`config.mk`:
```
export PLATFORM = sky130hd
export DESIGN_NAME = clk_switch_ctrl
export DESIGN_NICKNAME = d
export VERILOG_FILES = /design/src/rtl/clk_switch_pkg.sv /design/src/rtl/clk_switch_dly_cnt.sv /design/src/rtl/clk_switch_ctrl.sv
export SDC_FILE = /design/constraint.sdc
export NUM_CORES = 1
export LEC_CHECK = 0
export CORE_MARGIN = 8
export CORE_UTILIZATION = 51
export DETAILED_ROUTE_END_ITERATION = 8
export HOLD_SLACK_MARGIN = 0.15
export MAX_ROUTING_LAYER = met4
export PLACE_DENSITY_LB_ADDON = 0.15
export SYNTH_ARGS = -nofsm -noshare
export SYNTH_HDL_FRONTEND = slang
export SYNTH_SLANG_ARGS = --single-unit
```
`constraint.sdc`:
```
create_clock -name clk_i -period 1.96 [get_ports clk_i]
set_input_delay 0.196 -clock clk_i [delete_from_list [all_inputs] [get_ports clk_i]]
set_output_delay 0.196 -clock clk_i [all_outputs]
set_load 0.02 [all_outputs]
```
`src/rtl/clk_switch_pkg.sv`:
```
// rtl/clk_switch_pkg.sv - shared types and default delays for the PLL clock switch sequencer
package clk_switch_pkg;

    localparam int NUM_PLL = 4;

    typedef logic [$clog2(NUM_PLL)-1:0] sel_t;

    typedef enum logic [1:0] {
        IDLE,
        GATE_OFF,
        SWITCH,
        GATE_ON
    } state_e;

    localparam int DEF_GATE_OFF_CYCLES   = 4;
    localparam int DEF_MUX_SETTLE_CYCLES = 4;
    localparam int DEF_GATE_ON_CYCLES    = 2;

    function automatic int max3(input int a, input int b, input int c);
        int m;
        m = (a > b) ? a : b;
        return (m > c) ? m : c;
    endfunction

endpackage

```
`src/rtl/clk_switch_dly_cnt.sv`:
```
// rtl/clk_switch_dly_cnt.sv - loadable down-counter shared by all sequencer delay states
module clk_switch_dly_cnt #(
    parameter int W = 3
) (
    input  logic         clk_i,
    input  logic         rst_i,
    input  logic         load_i,
    input  logic [W-1:0] load_val_i,
    output logic         expired_o
);

    logic [W-1:0] cnt;

    // Holds at zero once expired so an idle counter reads as expired.
    always_ff @(posedge clk_i) begin
        if (rst_i) begin
            cnt <= '0;
        end else if (load_i) begin
            cnt <= load_val_i;
        end else if (cnt != '0) begin
            cnt <= cnt - 1'b1;
        end
    end

    assign expired_o = (cnt == '0);

endmodule

```
`src/rtl/clk_switch_ctrl.sv`:
```
// rtl/clk_switch_ctrl.sv - gate-off / switch / settle / gate-on sequencer for the 4:1 PLL clock mux
// Optional one-deep request queue: CLK_SWITCH_CTRL_QUEUE_EN
module clk_switch_ctrl
    import clk_switch_pkg::*;
#(
    parameter sel_t RESET_SEL         = 2'd0,
    parameter int   GATE_OFF_CYCLES   = DEF_GATE_OFF_CYCLES,
    parameter int   MUX_SETTLE_CYCLES = DEF_MUX_SETTLE_CYCLES,
    parameter int   GATE_ON_CYCLES    = DEF_GATE_ON_CYCLES
) (
    input  logic       clk_i,
    input  logic       rst_i,
    input  logic       req_valid_i,
    input  logic [1:0] req_sel_i,
    output logic       req_ready_o,
    input  logic       run_en_i,
    output logic [1:0] sel_o,
    output logic       en_o,
    output logic       busy_o,
    output logic       done_o
);

    localparam int CW = $clog2(max3(GATE_OFF_CYCLES, MUX_SETTLE_CYCLES, GATE_ON_CYCLES)) + 1;

    state_e       state;
    sel_t         tgt_sel;
    logic         req_fire;
    logic         cand_valid;
    sel_t         cand_sel;
    logic         go_gate_off, go_switch, go_gate_on;
    logic         cnt_load;
    logic [CW-1:0] cnt_load_val;
    logic         cnt_expired;

`ifdef CLK_SWITCH_CTRL_QUEUE_EN
    logic pend_valid;
    sel_t pend_sel;

    assign req_ready_o = !pend_valid && !rst_i;
    assign req_fire    = req_valid_i && req_ready_o;
    // A held request takes priority; in IDLE a fresh request bypasses the slot.
    assign cand_valid  = (state == IDLE) ? (pend_valid || req_fire) : pend_valid;
    assign cand_sel    = pend_valid ? pend_sel : req_sel_i;

    always_ff @(posedge clk_i) begin
        if (rst_i) begin
            pend_valid <= 1'b0;
            pend_sel   <= RESET_SEL;
        end else if (req_fire && state != IDLE) begin
            pend_valid <= 1'b1;
            pend_sel   <= req_sel_i;
        end else if (pend_valid && (state == IDLE || go_gate_off)) begin
            pend_valid <= 1'b0;
        end
    end
`else
    assign req_ready_o = (state == IDLE) && !rst_i;
    assign req_fire    = req_valid_i && req_ready_o;
    assign cand_valid  = req_fire;
    assign cand_sel    = req_sel_i;
`endif

    always_comb begin
        go_gate_off = 1'b0;
        go_switch   = 1'b0;
        go_gate_on  = 1'b0;
        case (state)
            IDLE:     go_gate_off = cand_valid && (cand_sel != sel_o);
            GATE_OFF: go_switch   = cnt_expired;
            SWITCH:   go_gate_on  = cnt_expired;
            GATE_ON:  go_gate_off = cnt_expired && cand_valid && (cand_sel != sel_o);
            default:  ;
        endcase
    end

    assign cnt_load     = go_gate_off || go_switch || go_gate_on;
    assign cnt_load_val = go_switch  ? CW'(MUX_SETTLE_CYCLES - 1) :
                          go_gate_on ? CW'(GATE_ON_CYCLES - 1)    :
                                       CW'(GATE_OFF_CYCLES - 1);

    clk_switch_dly_cnt #(
        .W (CW)
    ) u_dly_cnt (
        .clk_i      (clk_i),
        .rst_i      (rst_i),
        .load_i     (cnt_load),
        .load_val_i (cnt_load_val),
        .expired_o  (cnt_expired)
    );

    always_ff @(posedge clk_i) begin
        if (rst_i) begin
            state   <= IDLE;
            tgt_sel <= RESET_SEL;
            sel_o   <= RESET_SEL;
            en_o    <= 1'b0;
            busy_o  <= 1'b0;
            done_o  <= 1'b0;
        end else begin
            done_o <= 1'b0;
            case (state)
                IDLE: begin
                    en_o <= run_en_i;
                    if (go_gate_off) begin
                        state   <= GATE_OFF;
                        tgt_sel <= cand_sel;
                        en_o    <= 1'b0;
                        busy_o  <= 1'b1;
                    end else if (cand_valid) begin
                        done_o <= 1'b1;
                    end
                end
                GATE_OFF: begin
                    if (go_switch) begin
                        state <= SWITCH;
                        sel_o <= tgt_sel;
                    end
                end
                SWITCH: begin
                    if (go_gate_on) begin
                        state <= GATE_ON;
                        en_o  <= run_en_i;
                    end
                end
                GATE_ON: begin
                    en_o <= run_en_i;
                    if (cnt_expired) begin
                        done_o <= 1'b1;
                        // Chained request: gate stays closed straight into the next sequence.
                        if (go_gate_off) begin
                            state   <= GATE_OFF;
                            tgt_sel <= cand_sel;
                            en_o    <= 1'b0;
                        end else begin
                            state  <= IDLE;
                            busy_o <= 1'b0;
                        end
                    end
                end
                default: state <= IDLE;
            endcase
        end
    end

endmodule

```
==> results of run 1 <==
==> layer usage <==
metal | global-route usage | share of wire
met3 | 0.0380 | 0.045
met2 | 0.202 | 0.48
met4 | 0.0738 | 0.0060
met1 | 0.145 | 0.47
met5 | - | 0
==> synthesized netlist by cell type (2+ instances only) <==
library cell | instances | area, um^2
a211oi_1 | 3 | 22.5
nand3_1 | 3 | 15.0
o21ai_0 | 3 | 15.0
ha_1 | 7 | 87.6
a2bb2oi_1 | 2 | 17.5
xor2_2 | 2 | 32.5
nor2_1 | 9 | 33.8
a21oi_1 | 4 | 20.0
mux2i_1 | 4 | 40.0
nor3_1 | 3 | 15.0
nand2_1 | 7 | 26.3
nor2b_1 | 2 | 12.5
inv_1 | 9 | 33.8
dfxtp_1 | 12 | 240
==> layout by cell type, fill, tap and decap left out, types with 3 or more instances in the layout <==
cell	synthesis	final
nor2_1	9	9
nand3_1	3	3
a211oi_1	3	3
dfxtp_1	12	12
nand2_1	7	7
clkdlybuf4s50_1	0	10
clkbuf_4	0	3
buf_4	0	3
ha_1	7	7
nor3_1	3	3
mux2i_1	4	4
o21ai_0	3	3
a21oi_1	4	4
inv_1	9	9
==> sequential cells by signal (all words and copies together) (netlist names) <==
signal         flops
u_dly_cnt.cnt      3
sel_o              2
state              2
tgt_sel            2
busy_o             1
done_o             1
en_o               1
==> worst paths after layout <==
check              from           to  depth (start not counted)  slack (ns)
min reg2reg  tgt_sel[1]     sel_o[1]                          2        0.46
max reg2reg    state[0]     state[0]                          6        0.15
max            state[0]  req_ready_o                          4        0.14
min          tgt_sel[1]     sel_o[1]                          2        0.46
==> kinds of logic (layout without fill, tap and decap cells) <==
kind of cell	Yosys count	in the layout	share of synthesized area
fa+ha+maj	7	7	0.116
buf+inv	11	26	0.0562
mux	4	4	0.0529
simple gates	28	28	0.174
xor+xnor	2	2	0.0430
compound gates	22	22	0.241
flops	12	12	0.317
==> worst reg2reg max path: cells and delay by family, from the launching register on <==
kind            cells  cell delay, ns
fa+ha+maj           1            0.42
flops               1            0.47
compound gates      2            0.34
buf+inv             2            0.27
simple gates        1            0.17
==> through the flow <==
stage	power (mW)	instance area [um^2]
3_3_place_gp	0.987	901
5_1_grt	1.25	922
4_1_cts	1.16	922
3_5_place_dp	1.01	901
2_1_floorplan	0.820	757
6_report	1.15	922
==> cell type report <==
cell class              count  area (um^2)
clock buffers               3         22.5
inverters                   9         33.8
multi-input cells          63          474
flip-flops and latches     12          240
well taps                  16         20.0
repair buffers             14          131
fillers                   133          532
==> repair_timing <==
action | 4_1_cts | 5_1_grt
resized for setup | 1 | 0
setup buffers | 0 | 0
setup endpoints to repair | 1 | 0
==> power breakdown <==
group | total (mW) | switching, mW | internal (mW)
logic | 0.670 | 0.356 | 0.314
registers | 0.335 | 0.0350 | 0.300
clock network | 0.149 | 0.0777 | 0.0709
total | 1.15 | 0.469 | 0.685
==> results.py, run 1 <==
metrics = {
    "sta": {
        "setup_ws_ns": 0.135,
        "rsz0062_at_grt": "no",
        "finalCritPeriodShare": 0.931,
        "period_minus_slack_ns": 1.82,
        "whs_ns": 0.458,
        "hold_violations": 0,
        "tightestPinTransition_ns": 0.378,
        "relSlewSlack": 0.748,
        "finalSetupViolations": 0,
        "skew_ns": 0.00835,
        "maxSlewViolCount": 0,
        "max_freq_mhz": 548,
        "tns_ns": 0,
    },
    "run": {
        "max-cap-violations": 0,
    },
    "cells_and_area": {
        "instances_no_fill": 117,
        "diodes": 0,
        "synthToLayoutAreaGrowth_pct": 21.8,
        "nNetsFinal": 116,
        "drive_gt1_frac": 0.139,
        "finalCoreUtilization": 0.634,
    },
    "setup_path": {
        "startpoint_type": "register",
        "crit_family": "flip-flops",
        "max_stage_delay_ns": 0.47,
        "worst-path-buf-inv": 2,
        "cp_max_fo": 7,
        "critPathArrivalTime_ns": 1.63,
        "cp-end-kind": "output pin",
        "cp_slowest_cell": "dfxtp_1",
        "worstPathRequired_ns": 1.76,
        "crit_chain": "inv_1 -> ha_1 -> nor2b_1 -> dlygate4sd2_1",
        "crit_type": "register to output pin",
    },
    "grt": {
        "grt_start_max_net_pins": 14,
        "antenna_found_initial": 0,
        "grt_overflow": 0,
        "grt_pass1_wl_um": 2770,
        "grt_pass1_vias": 651,
        "track_usage": 0.130,
    },
    "logic_synthesis": {
        "synth-edff-count": 0,
        "synthCells": 86,
        "ys_ff_latch": 12,
        "synth_cell_types": 30,
        "syn_area_um2": 757,
        "syn-num-nets": 99,
        "synth_ff_type": "dfxtp_1",
        "yosys_warnings": 0,
        "synth-seq-area-share": 0.317,
        "syn_avg_cell_area_um2": 8.80,
        "async_flop_share": 0,
    },
    "clock_tree": {
        "cts_hold_buf": 0,
        "cts_root_buf": "clkbuf_4",
        "clock_latency_ns": 0.27,
        "cts-htree-levels": 1,
        "numCtsBuffers": 3,
        "clk_pin_slew_worst_paths_ns": 0.08,
        "cts_tree": "built",
        "cts_sinks": 12,
        "clockBufferDepth": 2,
    },
    "floorplan": {
        "coreArea_mm2": 0.00145,
        "die_area_mm2": 0.00297,
        "start_util": 0.521,
        "ios": 12,
        "rows": 14,
        "fp.dieW_um": 54.5,
        "die_y_um": 54.5,
    },
    "route": {
        "drcViolationCount": 0,
        "drt_first_iter_violations": 11,
        "ant_nets": 0,
        "wl_per_cell_um": 14.2,
        "wirelength_um": 1670,
        "drt_pre_antenna_iters": 4,
        "vias": 666,
        "via_per_inst": 5.69,
    },
    "place": {
        "portBuffers": 11,
        "dp_hpwl_um": 1270,
        "dp.cells": 114,
        "place_congestion": 0.815,
        "place_ws_ns": 0.204,
    },
    "power_and_ir_drop": {
        "power_leakage_nw": 0.397,
        "peakVddDrop_uv": 844,
        "power.density_mw_per_mm2": 1250,
    },
    "status": {
        "status": "finished clean",
    },
    "hold_path": {
        "hp-class": "register to register",
    },
}
Note: power is estimated with default switching activity, not from simulation.
==> run 2: changes to the inputs <==
CORE_UTILIZATION = 45   (was 51)
SETUP_SLACK_MARGIN = 0.05   (was unset)
TNS_END_PERCENT = 100   (was unset)
==> run 2 against run 1 <==
Setup slack improved by 0.062 ns; maximum frequency increased by 3.5%; worst hold slack better by 0.014 ns; global-route usage down 2.5 points; sequential cell count is the same; cell count grew 1.7%; first-iteration DRC count increased by 27%; clock skew shrank 0.0045 ns; largest cell class unchanged.
==> results.py, run 2 (same netlist as run 1, synthesis figures left out) <==
metrics = {
    "status": {
        "status": "finished clean",
    },
    "setup_path": {
        "r2r-end": "state[1]",
        "cp_slowest_cell": "dfxtp_1",
        "crit_start": "state[1]",
        "crit_chain": "inv_1 -> ha_1 -> nor2b_1 -> dlygate4sd2_1",
        "rrSetupSlack_ns": 0.29,
        "cp-end-kind": "output pin",
        "worstRegToRegCells": 6,
        "startpoint_type": "register",
        "crit_type": "register to output pin",
        "critPathArrivalTime_ns": 1.57,
        "worstPathRequired_ns": 1.76,
        "max_stage_delay_ns": 0.44,
        "cp_max_fo": 6,
        "r2r_start": "state[1]",
    },
    "clock_tree": {
        "clk_pin_slew_worst_paths_ns": 0.09,
        "cts_root_buf": "clkbuf_4",
        "cts_tree": "built",
        "cts_sinks": 12,
        "cts-htree-levels": 1,
        "cts_hold_buf": 0,
        "clock_latency_ns": 0.28,
        "numCtsBuffers": 3,
        "clockBufferDepth": 2,
    },
    "sta": {
        "relSlewSlack": 0.770,
        "period_minus_slack_ns": 1.76,
        "tns_ns": 0,
        "setup_ws_ns": 0.197,
        "finalSetupViolations": 0,
        "tightestPinTransition_ns": 0.345,
        "finalCritPeriodShare": 0.899,
        "maxSlewViolCount": 0,
        "skew_ns": 0.00389,
        "rsz0062_at_grt": "no",
        "max_freq_mhz": 567,
        "hold_violations": 0,
    },
    "power_and_ir_drop": {
        "peakVddDrop_uv": 659,
        "swShare": 0.397,
        "clkPwrFrac": 0.176,
        "combinationalPowerShare": 0.537,
        "power.density_mw_per_mm2": 1250,
        "p_int_mw": 0.708,
        "power_leakage_nw": 0.405,
        "seq_power_share": 0.288,
        "p_sw_mw": 0.466,
    },
    "hold_path": {
        "hp-class": "register to register",
        "min_path_cells": 2,
        "min_from": "tgt_sel[1]",
        "whs_endpoint": "sel_o[1]",
    },
    "cells_and_area": {
        "instances_no_fill": 119,
        "diodes": 0,
        "nNetsFinal": 116,
        "synthToLayoutAreaGrowth_pct": 24.0,
        "nFillCells": 167,
        "final_cell_mix": "dfxtp_1 (11), clkdlybuf4s50_1 (10), inv_1 (9), nor2_1 (9)",
        "final-seq-area_um2": 241,
        "largest_reg_flops": 3,
        "final_common_cell": "dfxtp_1",
        "multi_input_area_um2": 474,
        "drive_gt1_frac": 0.157,
        "regMostFlops": "u_dly_cnt.cnt",
        "finalCoreUtilization": 0.568,
    },
    "route": {
        "vias": 648,
        "via_per_inst": 5.45,
        "drt_pre_antenna_iters": 4,
        "ant_nets": 0,
        "wl_per_cell_um": 13.1,
        "drcViolationCount": 0,
        "wirelength_um": 1550,
        "drt_first_iter_violations": 14,
    },
    "place": {
        "place_ws_ns": 0.195,
        "portBuffers": 11,
        "dp_hpwl_um": 1200,
        "place_congestion": 0.881,
        "dp.cells": 115,
    },
    "floorplan": {
        "die_y_um": 57.0,
        "start_util": 0.458,
        "rows": 15,
        "ios": 12,
        "die_area_mm2": 0.00325,
        "coreArea_mm2": 0.00165,
        "fp.dieW_um": 57.0,
    },
    "grt": {
        "antenna_found_initial": 0,
        "grt_pass1_vias": 594,
        "grt_start_max_net_pins": 16,
        "track_usage": 0.105,
        "grt_pass1_wl_um": 2740,
        "grt_overflow": 0,
    },
    "run": {
        "max-cap-violations": 0,
    },
}
## run 2: cell count changes in the layout (fill, tap and decap cells not counted)
cell	previous run	this run
dfxtp_2	0	1
dfxtp_1	12	11
clkbuf_8	0	1
## run 2: repair_timing
item / CTS / global route
buffers inserted: 0 / 0
pin swaps: 0 / 0
setup endpoints to repair: 1 / 1
resized for setup: 1 / 1
## run 2: per-layer routing
metal  wire length (um)  track usage
met2                706        0.144
met3                 39       0.0200
met5                  0            -
met1                786        0.142
met4                 22       0.0503
## run 2: metrics by stage
| stage | total power [mW] | area (um^2) | hold slack, ns |
|---|---|---|---|
| 6_report | 1.17 | 938 | 0.472 |
| 4_1_cts | 1.18 | 937 | 0.475 |
| 3_3_place_gp | 0.968 | 902 | 0.452 |
| 5_1_grt | 1.27 | 938 | 0.498 |
| 3_5_place_dp | 0.975 | 902 | 0.459 |
| 2_1_floorplan | 0.820 | 757 | 0.293 |
## run 2: area by class of cell
cell class / count / area share
repair buffers: 14 / 0.140
well taps: 17 / 0.0227
inverters: 9 / 0.0360
clock buffers: 4 / 0.0387
multi-input cells: 63 / 0.505
flip-flops and latches: 12 / 0.257
## run 2: power groups by stage
| stage | logic (mW) | clock network [mW] | registers (mW) |
|---|---|---|---|
| 2_1_floorplan | 0.466 | 0 | 0.354 |
| 4_1_cts | 0.634 | 0.208 | 0.336 |
| 5_1_grt | 0.707 | 0.218 | 0.349 |
| 3_3_place_gp | 0.629 | 0 | 0.339 |
| 3_5_place_dp | 0.635 | 0 | 0.341 |
| 6_report | 0.630 | 0.206 | 0.338 |
## run 2: worst max-delay path by stage
stage / to / slack (ns) / depth (start not counted)
floorplan: state[1] / 0.43 / 7
global placement: req_ready_o / 0.26 / 4
detailed placement: req_ready_o / 0.20 / 4
CTS: req_ready_o / 0.14 / 4
global route: req_ready_o / 0.07 / 4
finish: req_ready_o / 0.20 / 4
## run 2: worst max-delay path, delay by kind of cell, from the launching register on
family                     cells  cell delay, ns
buffers and inverters          2            0.45
DFF                            1            0.44
adders and majority gates      1            0.25
and+or+nand+nor                1            0.16
